## config.mk

```make
export PLATFORM = sky130hd
export DESIGN_NAME = equiv_check_sequencer
export DESIGN_NICKNAME = d
export VERILOG_FILES = /design/src/rtl/equiv_check_sequencer.sv
export SDC_FILE = /design/constraint.sdc
export NUM_CORES = 1
export LEC_CHECK = 0
export CAP_MARGIN = 10
export CORE_AREA = 2 2 275 277
export CTS_BUF_LIST = sky130_fd_sc_hd__clkbuf_16
export CTS_CLUSTER_SIZE = 16
export DETAILED_ROUTE_END_ITERATION = 7
export DIE_AREA = 0 0 277 279
export SYNTH_ARGS = -nofsm -noshare
export SYNTH_HDL_FRONTEND = slang
export SYNTH_SLANG_ARGS = --single-unit
```

## constraint.sdc

```tcl
create_clock -name clk -period 4.8 [get_ports clk]
set_input_delay 1.2 -clock clk [delete_from_list [all_inputs] [get_ports clk]]
set_output_delay 1.2 -clock clk [all_outputs]
set_load 0.05 [all_outputs]
```

## src/rtl/equiv_check_sequencer.sv

```systemverilog
// Sequences one equivalence run over a golden DUT and its netlist: LFSR stimulus, latency-matched compare, verdict.
// Optional EQC_CAPTURE_EN adds fail_stim/fail_diff capture of the first mismatching vector.
module equiv_check_sequencer #(
    parameter int STIM_W  = 64,
    parameter int Y_W     = 242,
    parameter int DUT_LAT = 2,
    parameter int CNT_W   = 16
) (
    input  logic              clk,
    input  logic              rst_n,
    input  logic              start,
    input  logic              abort,
    input  logic [STIM_W-1:0] seed,
    input  logic [31:0]       num_vec,
    output logic [STIM_W-1:0] stim,
    input  logic [Y_W-1:0]    y_a,
    input  logic [Y_W-1:0]    y_b,
    output logic              busy,
    output logic              done,
    output logic              pass,
    output logic [CNT_W-1:0]  mism_cnt,
    output logic [31:0]       first_fail
`ifdef EQC_CAPTURE_EN
    ,
    output logic [STIM_W-1:0] fail_stim,
    output logic [Y_W-1:0]    fail_diff
`endif
);

    typedef enum logic [2:0] {
        S_IDLE,
        S_LOAD,
        S_RUN,
        S_DRAIN,
        S_DONE
    } state_t;

    localparam logic [63:0]       TAPS64     = 64'hD800_0000_0000_0000;
    localparam logic [STIM_W-1:0] TAPS       = TAPS64[STIM_W-1:0];
    localparam logic [Y_W-1:0]    CMP_MASK   = {{(Y_W-1){1'b1}}, 1'b0};
    localparam logic [3:0]        DRAIN_LAST = 4'(DUT_LAT - 1);
    localparam int                LAST       = DUT_LAT - 1;

    state_t              state_q, state_d;
    logic [STIM_W-1:0]   stim_q, stim_d;
    logic [STIM_W-1:0]   seed_q, seed_d;
    logic [31:0]         num_vec_q, num_vec_d;
    logic [31:0]         vec_idx_q, vec_idx_d;
    logic [3:0]          drain_q, drain_d;
    logic                done_q, done_d;
    logic                pass_q, pass_d;
    logic [CNT_W-1:0]    mism_q, mism_d;
    logic [31:0]         ff_q, ff_d;
    logic [DUT_LAT-1:0]  pv_q, pv_d;
    logic [31:0]         pidx_q [DUT_LAT];
    logic [31:0]         pidx_d [DUT_LAT];
`ifdef EQC_CAPTURE_EN
    logic [STIM_W-1:0]   pstim_q [DUT_LAT];
    logic [STIM_W-1:0]   pstim_d [DUT_LAT];
    logic [STIM_W-1:0]   fail_stim_q, fail_stim_d;
    logic [Y_W-1:0]      fail_diff_q, fail_diff_d;
`endif

    logic                issue_valid;
    logic [31:0]         issue_idx;
    logic [Y_W-1:0]      y_diff;
    logic                mismatch;
    logic                start_ok;

    function automatic logic [STIM_W-1:0] lfsr_next(input logic [STIM_W-1:0] s);
        return (s >> 1) ^ (s[0] ? TAPS : '0);
    endfunction

    assign y_diff   = (y_a ^ y_b) & CMP_MASK;
    assign mismatch = pv_q[LAST] && (y_diff != '0);
    assign start_ok = start && !abort && ((state_q == S_IDLE) || (state_q == S_DONE));

    always_comb begin
        state_d     = state_q;
        stim_d      = stim_q;
        seed_d      = seed_q;
        num_vec_d   = num_vec_q;
        vec_idx_d   = vec_idx_q;
        drain_d     = drain_q;
        pass_d      = pass_q;
        mism_d      = mism_q;
        ff_d        = ff_q;
        pidx_d      = pidx_q;
        pv_d        = pv_q;
        issue_valid = 1'b0;
        issue_idx   = vec_idx_q;
`ifdef EQC_CAPTURE_EN
        pstim_d     = pstim_q;
        fail_stim_d = fail_stim_q;
        fail_diff_d = fail_diff_q;
`endif

        // Pipe output is the verdict for the vector issued DUT_LAT cycles ago.
        if (mismatch) begin
            if (mism_q != '1) begin
                mism_d = mism_q + CNT_W'(1);
            end
            if (mism_q == '0) begin
                ff_d = pidx_q[LAST];
`ifdef EQC_CAPTURE_EN
                fail_stim_d = pstim_q[LAST];
                fail_diff_d = y_diff;
`endif
            end
        end

        case (state_q)
            S_IDLE, S_DONE: begin
                if (start_ok) begin
                    seed_d    = (seed == '0) ? STIM_W'(1) : seed;
                    num_vec_d = num_vec;
                    mism_d    = '0;
                    ff_d      = '1;
                    pass_d    = 1'b0;
`ifdef EQC_CAPTURE_EN
                    fail_stim_d = '0;
                    fail_diff_d = '0;
`endif
                    state_d   = S_LOAD;
                end
            end
            S_LOAD: begin
                stim_d    = seed_q;
                vec_idx_d = 32'd0;
                issue_idx = 32'd0;
                drain_d   = 4'd0;
                if (num_vec_q == 32'd0) begin
                    state_d = S_DONE;
                end else begin
                    issue_valid = 1'b1;
                    state_d     = (num_vec_q == 32'd1) ? S_DRAIN : S_RUN;
                end
            end
            S_RUN: begin
                stim_d      = lfsr_next(stim_q);
                vec_idx_d   = vec_idx_q + 32'd1;
                issue_valid = 1'b1;
                issue_idx   = vec_idx_d;
                drain_d     = 4'd0;
                if (vec_idx_d == num_vec_q - 32'd1) begin
                    state_d = S_DRAIN;
                end
            end
            S_DRAIN: begin
                if (drain_q == DRAIN_LAST) begin
                    state_d = S_DONE;
                end else begin
                    drain_d = drain_q + 4'd1;
                end
            end
            default: state_d = S_IDLE;
        endcase

        pv_d[0]   = issue_valid;
        pidx_d[0] = issue_idx;
`ifdef EQC_CAPTURE_EN
        pstim_d[0] = stim_d;
`endif
        for (int i = 1; i < DUT_LAT; i++) begin
            pv_d[i]   = pv_q[i-1];
            pidx_d[i] = pidx_q[i-1];
`ifdef EQC_CAPTURE_EN
            pstim_d[i] = pstim_q[i-1];
`endif
        end

        done_d = (state_d == S_DONE) && (state_q != S_DONE);
        if (done_d) begin
            pass_d = (mism_d == '0);
        end

        // Abort discards the in-flight compare so counters keep their pre-abort values.
        if (abort) begin
            state_d = S_IDLE;
            pv_d    = '0;
            done_d  = 1'b0;
            pass_d  = 1'b0;
            mism_d  = mism_q;
            ff_d    = ff_q;
`ifdef EQC_CAPTURE_EN
            fail_stim_d = fail_stim_q;
            fail_diff_d = fail_diff_q;
`endif
        end
    end

    always_ff @(posedge clk or negedge rst_n) begin
        if (!rst_n) begin
            state_q   <= S_IDLE;
            stim_q    <= '0;
            seed_q    <= STIM_W'(1);
            num_vec_q <= '0;
            vec_idx_q <= '0;
            drain_q   <= '0;
            done_q    <= 1'b0;
            pass_q    <= 1'b0;
            mism_q    <= '0;
            ff_q      <= '1;
            pv_q      <= '0;
            for (int i = 0; i < DUT_LAT; i++) begin
                pidx_q[i] <= '0;
`ifdef EQC_CAPTURE_EN
                pstim_q[i] <= '0;
`endif
            end
`ifdef EQC_CAPTURE_EN
            fail_stim_q <= '0;
            fail_diff_q <= '0;
`endif
        end else begin
            state_q   <= state_d;
            stim_q    <= stim_d;
            seed_q    <= seed_d;
            num_vec_q <= num_vec_d;
            vec_idx_q <= vec_idx_d;
            drain_q   <= drain_d;
            done_q    <= done_d;
            pass_q    <= pass_d;
            mism_q    <= mism_d;
            ff_q      <= ff_d;
            pv_q      <= pv_d;
            for (int i = 0; i < DUT_LAT; i++) begin
                pidx_q[i] <= pidx_d[i];
`ifdef EQC_CAPTURE_EN
                pstim_q[i] <= pstim_d[i];
`endif
            end
`ifdef EQC_CAPTURE_EN
            fail_stim_q <= fail_stim_d;
            fail_diff_q <= fail_diff_d;
`endif
        end
    end

    assign stim       = stim_q;
    assign busy       = (state_q == S_LOAD) || (state_q == S_RUN) || (state_q == S_DRAIN);
    assign done       = done_q;
    assign pass       = pass_q;
    assign mism_cnt   = mism_q;
    assign first_fail = ff_q;
`ifdef EQC_CAPTURE_EN
    assign fail_stim  = fail_stim_q;
    assign fail_diff  = fail_diff_q;
`endif

endmodule
```

# After elaboration in Yosys (flattened, before gate mapping)
# Cells that the tools add are included.
[word_totals] latchBits=0 rom_bits=0 out_inout_bits=115 wordCells=81 register_bits=283 ramBits=0 input_bits=584 n_memories=0
[classes] eq_ne=11 addsub=4 multipliers=0 mux=29 bitwise=2 div=0 reduce_logical=23 shifts=0 order_cmp=0
[op_table] operator="242-bit nonzero test" count=1
[op_table] operator="242-bit bitwise XOR" count=1
[op_table] operator="32-bit 2-to-1 mux" count=4
[op_table] operator="64-bit 2-to-1 mux" count=2
[op_table] operator="64-bit case mux with 2 select lines" count=1
[op_table] operator="64-bit logical NOT" count=1
[op_table] operator="16-bit 2-to-1 mux" count=4
[op_table] operator="32-bit case mux with 2 select lines" count=1
[op_table] operator="63-bit by 64-bit bitwise XOR with 64-bit output" count=1
[op_table] operator="32-bit by 1-bit adder with 32-bit output (second input constant)" count=1
[op_table] operator="32-bit by 1-bit == test with 1-bit output (second input constant)" count=1
[op_table] operator="32-bit == test" count=1
[op_table] operator="16-bit logical NOT" count=2
[op_table] operator="32-bit logical NOT" count=1
[op_table] operator="32-bit by 1-bit subtractor with 32-bit output (second input constant)" count=1
[op_table] operator="16-bit by 1-bit adder with 16-bit output (second input constant)" count=1
[op_table] operator="16-bit != test (second input constant)" count=1
[op_table] operator="3-bit 2-to-1 mux" count=5
[op_table] operator="3-bit case mux with 4 select lines" count=1
[op_table] operator="4-bit case mux with 2 select lines" count=1
[op_table] operator="1-bit 2-to-1 mux" count=7
[op_table] operator="3-bit by 2-bit == test with 1-bit output (second input constant)" count=2
[op_table] operator="3-bit == test (second input constant)" count=2
[op_table] operator="2-bit AND reduction" count=3
[op_table] operator="15 further kinds" count=23

# Depth between registers and ports, before layout
# Gate-level depths: netlist of the first run.
[logic_depth] word_depth=9 ltp_mapped=12 ltp_nobuf=11

# Worst setup path before layout of the first run
# OpenSTA, ideal clock, no wires.
[synth_timing] path_type="input to register" startpoint="input port y_b[232]" endpoint="register pass_q (netlist: pass)" path_stages=10 slack_ns=1.338 t_required_ns=4.705 arrival_ns=3.366 setup_time_ns=0.095 n_path_buf=0 path_cell_list="xnor2_1 -> o221ai_1 -> or4_1 -> nor4_2 -> nand4_1 -> o21a_1 -> a311o_1 -> a311oi_2 -> a31oi_1 -> o31ai_1"
[synth_via] elab_chain_cells=9
[synth_rtl] item="start: declaration" line="17" text="input logic [Y_W-1:0] y_b,"
[synth_rtl] item="242-bit bitwise XOR (*)" line="74" text="assign y_diff = (y_a ^ y_b) & CMP_MASK;"
[synth_rtl] item="242-bit nonzero test (*)" line="75" text="assign mismatch = pv_q[LAST] && (y_diff != '0);"
[synth_rtl] item="1-bit logical AND (*)" line="75"
[synth_rtl] item="16-bit 2-to-1 mux (*)" line="99" text="if (mismatch) begin"
[synth_rtl] item="16-bit 2-to-1 mux" line="114" text="if (start_ok) begin"
[synth_rtl] item="16-bit 2-to-1 mux (*)" line="112" text="case (state_q)"
[synth_rtl] item="16-bit logical NOT (*)" line="174" text="pass_d = (mism_d == '0);"
[synth_rtl] item="1-bit 2-to-1 mux (*)" line="173" text="if (done_d) begin"
[synth_rtl] item="1-bit 2-to-1 mux (*)" line="178" text="if (abort) begin"
[synth_rtl] item="end signal: assignment" line="223" text="pass_q <= pass_d;"
[synth_rtl] item="end: declaration" line="51" text="logic pass_q, pass_d;"
# Mark *: on every way between the ends. The rest lies on a longest branch, timed or not.
# A chain may end at the register's enable or synchronous reset.

# Final worst setup path of the first run
[layout_timing] startpoint="input port y_a[88]" endpoint="register pass_q (netlist: pass)"
[layout_via] elab_chain_cells=9
[layout_rtl] item="start: declaration" line="16" text="input logic [Y_W-1:0] y_a,"
[layout_rtl] item="242-bit bitwise XOR (*)" line="74"
[layout_rtl] item="242-bit nonzero test (*)" line="75"
[layout_rtl] item="1-bit logical AND (*)" line="75"
[layout_rtl] item="16-bit 2-to-1 mux (*)" line="99"
[layout_rtl] item="16-bit 2-to-1 mux" line="114"
[layout_rtl] item="16-bit 2-to-1 mux (*)" line="112"
[layout_rtl] item="16-bit logical NOT (*)" line="174"
[layout_rtl] item="1-bit 2-to-1 mux (*)" line="173"
[layout_rtl] item="1-bit 2-to-1 mux (*)" line="178"
# Marks and branches as above.

==> results of run 1 <==
## placed cells by master, fill, tap and decap left out, types with 6 or more instances in the layout
cell	synthesis	final
nor2_1	59	58
nor4_1	73	72
inv_1	14	22
xnor2_1	140	140
o22a_1	33	33
a21o_1	6	6
nand3_1	26	26
ha_1	7	7
nand2_1	405	405
clkinv_1	1	7
nand4_1	48	48
nand2b_1	7	6
buf_4	0	31
dfrtp_1	250	250
mux2i_1	66	66
xor2_1	188	188
o31ai_1	20	20
diode_2	0	17
o21ai_0	126	126
clkbuf_16	0	31
clkdlybuf4s50_1	0	695
and3_1	20	20
a31oi_1	6	6
bufinv_16	0	6
nor3_1	19	19
a21oi_1	29	28
dfstp_2	33	33
## metal layers
layer	track usage	up-vias	wire, um
li1	-	7418	-
met1	0.3096	7429	39880
met2	0.3720	593	41310
met3	0.07623	86	8975
met4	0.03010	22	1196
met5	0	-	142
## flip-flops by register name (all words and copies together) (netlist names), 4 cells and up
signal      flops
mism_cnt       16
num_vec_q      32
first_fail     32
stim           64
pidx_q         32
seed_q         64
drain_q         4
pidx_d         32
## worst max-delay path: cells and delay by family
family | cells | cell delay [ns]
AOI/OAI and AO/OA | 5 | 1.29
buffers and inverters | 3 | 0.90
and+or+nand+nor | 4 | 1.14
xor gates and xnor gates | 1 | 0.19
## cell families (layout without fill, tap and decap cells)
family | Yosys count | count (layout) | synth area share
AND/OR/NAND/NOR | 710 | 710 | 0.2073
XOR/XNOR | 328 | 328 | 0.1791
flip-flops | 283 | 283 | 0.4441
AO/OA/AOI/OAI | 254 | 254 | 0.09906
buffers and inverters | 96 | 803 | 0.02317
multiplexers | 67 | 67 | 0.04189
adder cells (fa/ha/maj) | 7 | 7 | 0.005460
other | 0 | 17 | 0
## stage by stage
stage | hold WS, ns | instances | TNS (ns) | utilization | worst slack [ns]
after global placement | 0.4115 | 3364 | -0.1178 | 0.3273 | -0.1178
after floorplan | 0.3519 | 1745 | 0 | - | 1.338
after global routing | 0.4559 | 3424 | 0 | 0.3415 | 0.3098
final | 0.4345 | 3438 | 0 | 0.3420 | 0.5539
after CTS | 0.4333 | 3421 | 0 | 0.3414 | 0.4593
after detailed placement | 0.4174 | 3364 | -0.1490 | 0.3273 | -0.1490
## final timing paths
path                              from      endpoint  slack, ns  depth (start not counted)
max                            y_a[88]          pass       0.55                         13
min                         pidx_d[31]    pidx_q[31]       0.43                          0
max reg2reg                mism_cnt[0]          pass       1.47                          9
min reg2reg                 pidx_d[31]    pidx_q[31]       0.43                          0
max in group asynchronous        rst_n  num_vec_q[1]       3.02                          2
min in group asynchronous        rst_n    seed_q[17]       0.70                          1
## power groups by stage
stage | sequential, W | clock [W] | combinational [W]
after detailed placement | 0.00325 | 0 | 0.00319
final | 0.00320 | 0.00249 | 0.00317
after global placement | 0.00324 | 0 | 0.00318
after CTS | 0.00321 | 0.00257 | 0.00321
after global routing | 0.00327 | 0.00266 | 0.00338
after floorplan | 0.00405 | 0 | 0.000827
## synth_stat cells, types with 3 or more instances
master	number	share of area
nand2_1	405	0.095
dfrtp_1	250	0.39
xor2_1	188	0.10
xnor2_1	140	0.076
o21ai_0	126	0.039
nor4_1	73	0.028
mux2i_1	66	0.041
clkbuf_1	59	0.014
nor2_1	59	0.014
nand4_1	48	0.019
dfstp_2	33	0.054
o22a_1	33	0.018
a21oi_1	29	0.0090
nand3_1	26	0.0081
and3_1	20	0.0078
o31ai_1	20	0.0094
nor3_1	19	0.0059
inv_1	14	0.0033
buf_1	12	0.0028
buf_2	8	0.0025
ha_1	7	0.0055
nand2b_1	7	0.0027
a21o_1	6	0.0028
a31oi_1	6	0.0023
and2_1	5	0.0020
and4_1	5	0.0027
nor2b_1	5	0.0020
o211ai_1	5	0.0023
o41ai_1	5	0.0027
nor3_2	4	0.0025
nor4_2	4	0.0031
or2_2	4	0.0016
or4_1	4	0.0019
a311o_1	3	0.0019
nor3b_1	3	0.0014
or2_1	3	0.0012
or4_4	3	0.0021
## layout make-up
class,instances,area (um^2)
diodes,17,42.54
clock buffers,31,775.7
clock inverters,26,271.5
fillers,7698,48740
inverters,16,60.06
multi-input cells,1366,8583
flip-flops and latches,283,7123
well taps,969,1212
repair buffers,730,7264
==> impl_metrics.json, run 1 <==
{
  "start_util": 0.2166,
  "yosys_warnings": 0,
  "switching_share": 0.3657,
  "drive_above_1_share": 0.05832,
  "timing.final.crit_share": 0.8846,
  "min_period_ns": 4.246,
  "rsz0062_at_grt": "false",
  "hold_buffers": 0,
  "cp.arrival_ns": 4.73,
  "fin_area_um2": 25330,
  "syn-cell-area_um2": 16040,
  "place_hpwl_um": 78510,
  "cp_slowest_stage_delay_ns": 0.62,
  "async_flop_share": 1.000,
  "num_io_pins": 699,
  "crit_path_end_kind": "register",
  "vias": 15550,
  "syn2layout_area_growth_pct": 57.93,
  "ys_ff_latch": 283,
  "p_comb_frac": 0.358,
  "cts_buffers": 31,
  "p_leak_nw": 10.18,
  "required_ns": 5.28,
  "p_clk_frac": 0.281,
  "cp_cell_sequence": "clkdlybuf4s50_1, xor2_1, nor4_1, buf_4, nand4_1, nor4_1, buf_4, nand4_1, o21a_1, a311o_1, a311oi_2, a31oi_1, o31ai_1",
  "final_max_slew_viol_count": 0,
  "nets": 3019,
  "relSlewSlack": 0.3366,
  "grt_pass1_vias": 15450,
  "synthCells": 1745,
  "tritoncts": "built",
  "track_usage": 0.2316,
  "final-setup-viol-count": 0,
  "clock_skew_ns": 0.02678,
  "worstMarginPinSlew_ns": 0.9860,
  "finalPower_w": 0.008866,
  "irDropWorstVdd_uv": 374.0,
  "place.gp.congestion": 1.098,
  "synth_nets": 2336,
  "drc": 0,
  "portBuffers": 696,
  "internal_power_w": 0.005623,
  "place_area_um2": 24240,
  "grt_max_degree": 116,
  "via_per_inst": 4.522,
  "core-area_um2": 74070,
  "cts_setup_buffers": 0,
  "die_h_um": 279,
  "power_switching_w": 0.003242,
  "seqPwrFrac": 0.361,
  "htree_num_levels": 1,
  "hp-class": "register to register",
  "worst_path_max_delay_cell": "nor4_1",
  "crit_path_max_fanout": 6,
  "clk_pin_slew_ns": 0.06,
  "die_w_um": 277,
  "clk-insertion-delay-late_ns": 0.58,
  "ys_seq_area_frac": 0.4441,
  "avgSynthCellArea_um2": 9.192,
  "grt_overflow": 0,
  "outcome": "finished, final reports clean",
  "rows": 100,
  "detail-route-antenna-nets": 0,
  "wl_per_cell_um": 26.62,
  "finalWirelength_um": 91510,
  "max_cap_viol_count": 0,
  "worst-setup-path-type": "input port to register",
  "cts.sinks": 283,
  "synthDistinctLibCells": 65,
  "synth_edf_count": 0,
  "cts_buffer_depth": 3,
  "dr.pass1.iters": 5,
  "fmaxAchievable_mhz": 235.5,
  "ctsRootBufferMaster": "clkbuf_16",
  "synthFlopType": "dfrtp_1",
  "hold_viol_final": 0,
  "power.density_nw_per_um2": 350.0,
  "grt_pass1_wl_um": 126000,
  "antenna_found_initial": 48,
  "cts_resized": 0,
  "worst_setup_path_start_kind": "input port",
  "drtIter0Drc": 872,
  "die_area_um2": 77280
}
Power figures use the tool's default switching activity.
==> inputs of run 2 (changes only) <==
- CTS_BUF_LIST: sky130_fd_sc_hd__clkbuf_16 -> default
- RECOVER_POWER: default -> 50
==> impl_metrics.json, run 2 (synthesized netlist as in run 1, its figures left out) <==
{
  "worstMarginPinSlew_ns": 2.957,
  "cts_setup_buffers": 0,
  "whs_ns": 0.4331,
  "p_comb_frac": 0.353,
  "finalPower_w": 0.008980,
  "nets": 3019,
  "hp-class": "register to register",
  "drc": 0,
  "p_leak_nw": 10.16,
  "die_w_um": 277,
  "dr.pass1.iters": 5,
  "grt_overflow": 0,
  "relSlewSlack": -0.9716,
  "ctsRootBufferMaster": "clkbuf_16",
  "violations": "capacitance limit, slew limit",
  "cts_buffer_depth": 3,
  "rsz0062_at_grt": "false",
  "timing.final.crit_share": 0.8858,
  "die_h_um": 279,
  "fin_util": 0.3424,
  "hold_buffers": 0,
  "wl_per_cell_um": 26.66,
  "hold_viol_final": 0,
  "place_area_um2": 24240,
  "switching_share": 0.3614,
  "place.gp.congestion": 1.098,
  "grt_max_degree": 116,
  "cts_buffers": 31,
  "layout_commonest_cell": "clkdlybuf4s50_1",
  "portBuffers": 696,
  "antenna_found_initial": 47,
  "cts_resized": 0,
  "cp.arrival_ns": 4.74,
  "final-setup-viol-count": 0,
  "irDropWorstVdd_uv": 383.2,
  "internal_power_w": 0.005735,
  "via_per_inst": 4.535,
  "place_hpwl_um": 78510,
  "clock_skew_ns": 0.02686,
  "drtIter0Drc": 933,
  "p_clk_frac": 0.290,
  "num_io_pins": 699,
  "seqPwrFrac": 0.357,
  "layout_common_cells": "clkdlybuf4s50_1 (695), nand2_1 (405), dfrtp_1 (250)",
  "rows": 100,
  "crit_path_max_fanout": 6,
  "fin_area_um2": 25360,
  "worst-setup-path-type": "input port to register",
  "grt_pass1_vias": 15430,
  "detail-route-antenna-nets": 0,
  "clk-insertion-delay-late_ns": 0.58,
  "die_area_um2": 77280,
  "crit_path_end_kind": "register",
  "htree_num_levels": 1,
  "tritoncts": "built",
  "finalWirelength_um": 91660,
  "syn2layout_area_growth_pct": 58.13,
  "start_util": 0.2166,
  "min_period_ns": 4.252,
  "cts.sinks": 283,
  "max_cap_viol_count": 2,
  "core-area_um2": 74070,
  "track_usage": 0.2318,
  "vias": 15590,
  "fmaxAchievable_mhz": 235.2,
  "required_ns": 5.29,
  "power.density_nw_per_um2": 354.0,
  "final_max_slew_viol_count": 203,
  "outcome": "finished with violations",
  "power_switching_w": 0.003245,
  "clk_pin_slew_ns": 0.06,
  "grt_pass1_wl_um": 126100,
  "worst_setup_path_start_kind": "input port",
  "drive_above_1_share": 0.05995
}
==> run 2: changes by cell type in the layout (fill, tap and decap cells not counted) <==
cell,change
buf_4,-5
buf_8,-1
clkbuf_1,+9
clkbuf_2,+5
clkbuf_8,+6
clkinv_1,-6
inv_1,-8
nor3b_1,+1
nor3b_2,-1
==> run 2: final cells by class <==
cell class,count,area [um^2]
Antenna cell,17,42.54
Clock buffer,45,888.4
Clock inverter,12,219.0
Fill cell,7691,48710
Inverter,16,60.06
Multi-Input combinational cell,1366,8578
Sequential cell,283,7123
Tap cell,969,1212
Timing Repair Buffer,730,7241
==> run 2: path summary, 6_finish.rpt <==
| path | depth (start not counted) | slack [ns] | from | end |
|---|---|---|---|---|
| worst max register to register | 9 | 1.46 | mism_cnt[0] | pass |
| worst max-delay path | 12 | 0.55 | y_a[72] | pass |
| worst min-delay path | 0 | 0.43 | pidx_d[31] | pidx_q[31] |
| min in group asynchronous | 1 | 1.55 | rst_n | seed_q[17] |
| max in group asynchronous | 2 | 1.00 | rst_n | num_vec_q[1] |
| worst min register to register | 0 | 0.43 | pidx_d[31] | pidx_q[31] |
==> run 2: routing by layer <==
layer	GRT usage	part of all wire
met1	0.3099	0.45
met2	0.3725	0.45
met3	0.07614	0.083
met4	0.03010	0.013
met5	0	0.0015
==> run 2: critical path, cell delays in order <==
cell and delay (ns):
clkdlybuf4s50_1 0.53, xor2_1 0.19, nor4_1 0.30, nand4_1 0.16
nor4_1 0.61, buf_4 0.23, nand4_1 0.23, o21a_1 0.33
a311o_1 0.29, a311oi_2 0.28, a31oi_1 0.12, o31ai_1 0.25
==> run 2: through the flow <==
stage | setup slack (ns) | setup TNS (ns) | cells
2_1_floorplan | 1.338 | 0 | 1745
3_3_place_gp | -0.1178 | -0.1178 | 3364
3_5_place_dp | -0.1490 | -0.1490 | 3364
4_1_cts | 0.4598 | 0 | 3421
5_1_grt | 0.2942 | 0 | 3424
6_report | 0.5482 | 0 | 3438
==> run 2: power groups by stage <==
stage / registers (W) / logic [W] / clock network [W]
floorplan: 0.00405 / 0.000827 / 0
global placement: 0.00324 / 0.00318 / 0
detailed placement: 0.00325 / 0.00319 / 0
CTS: 0.00321 / 0.00321 / 0.00268
global route: 0.00327 / 0.00337 / 0.00277
finish: 0.00321 / 0.00317 / 0.00260
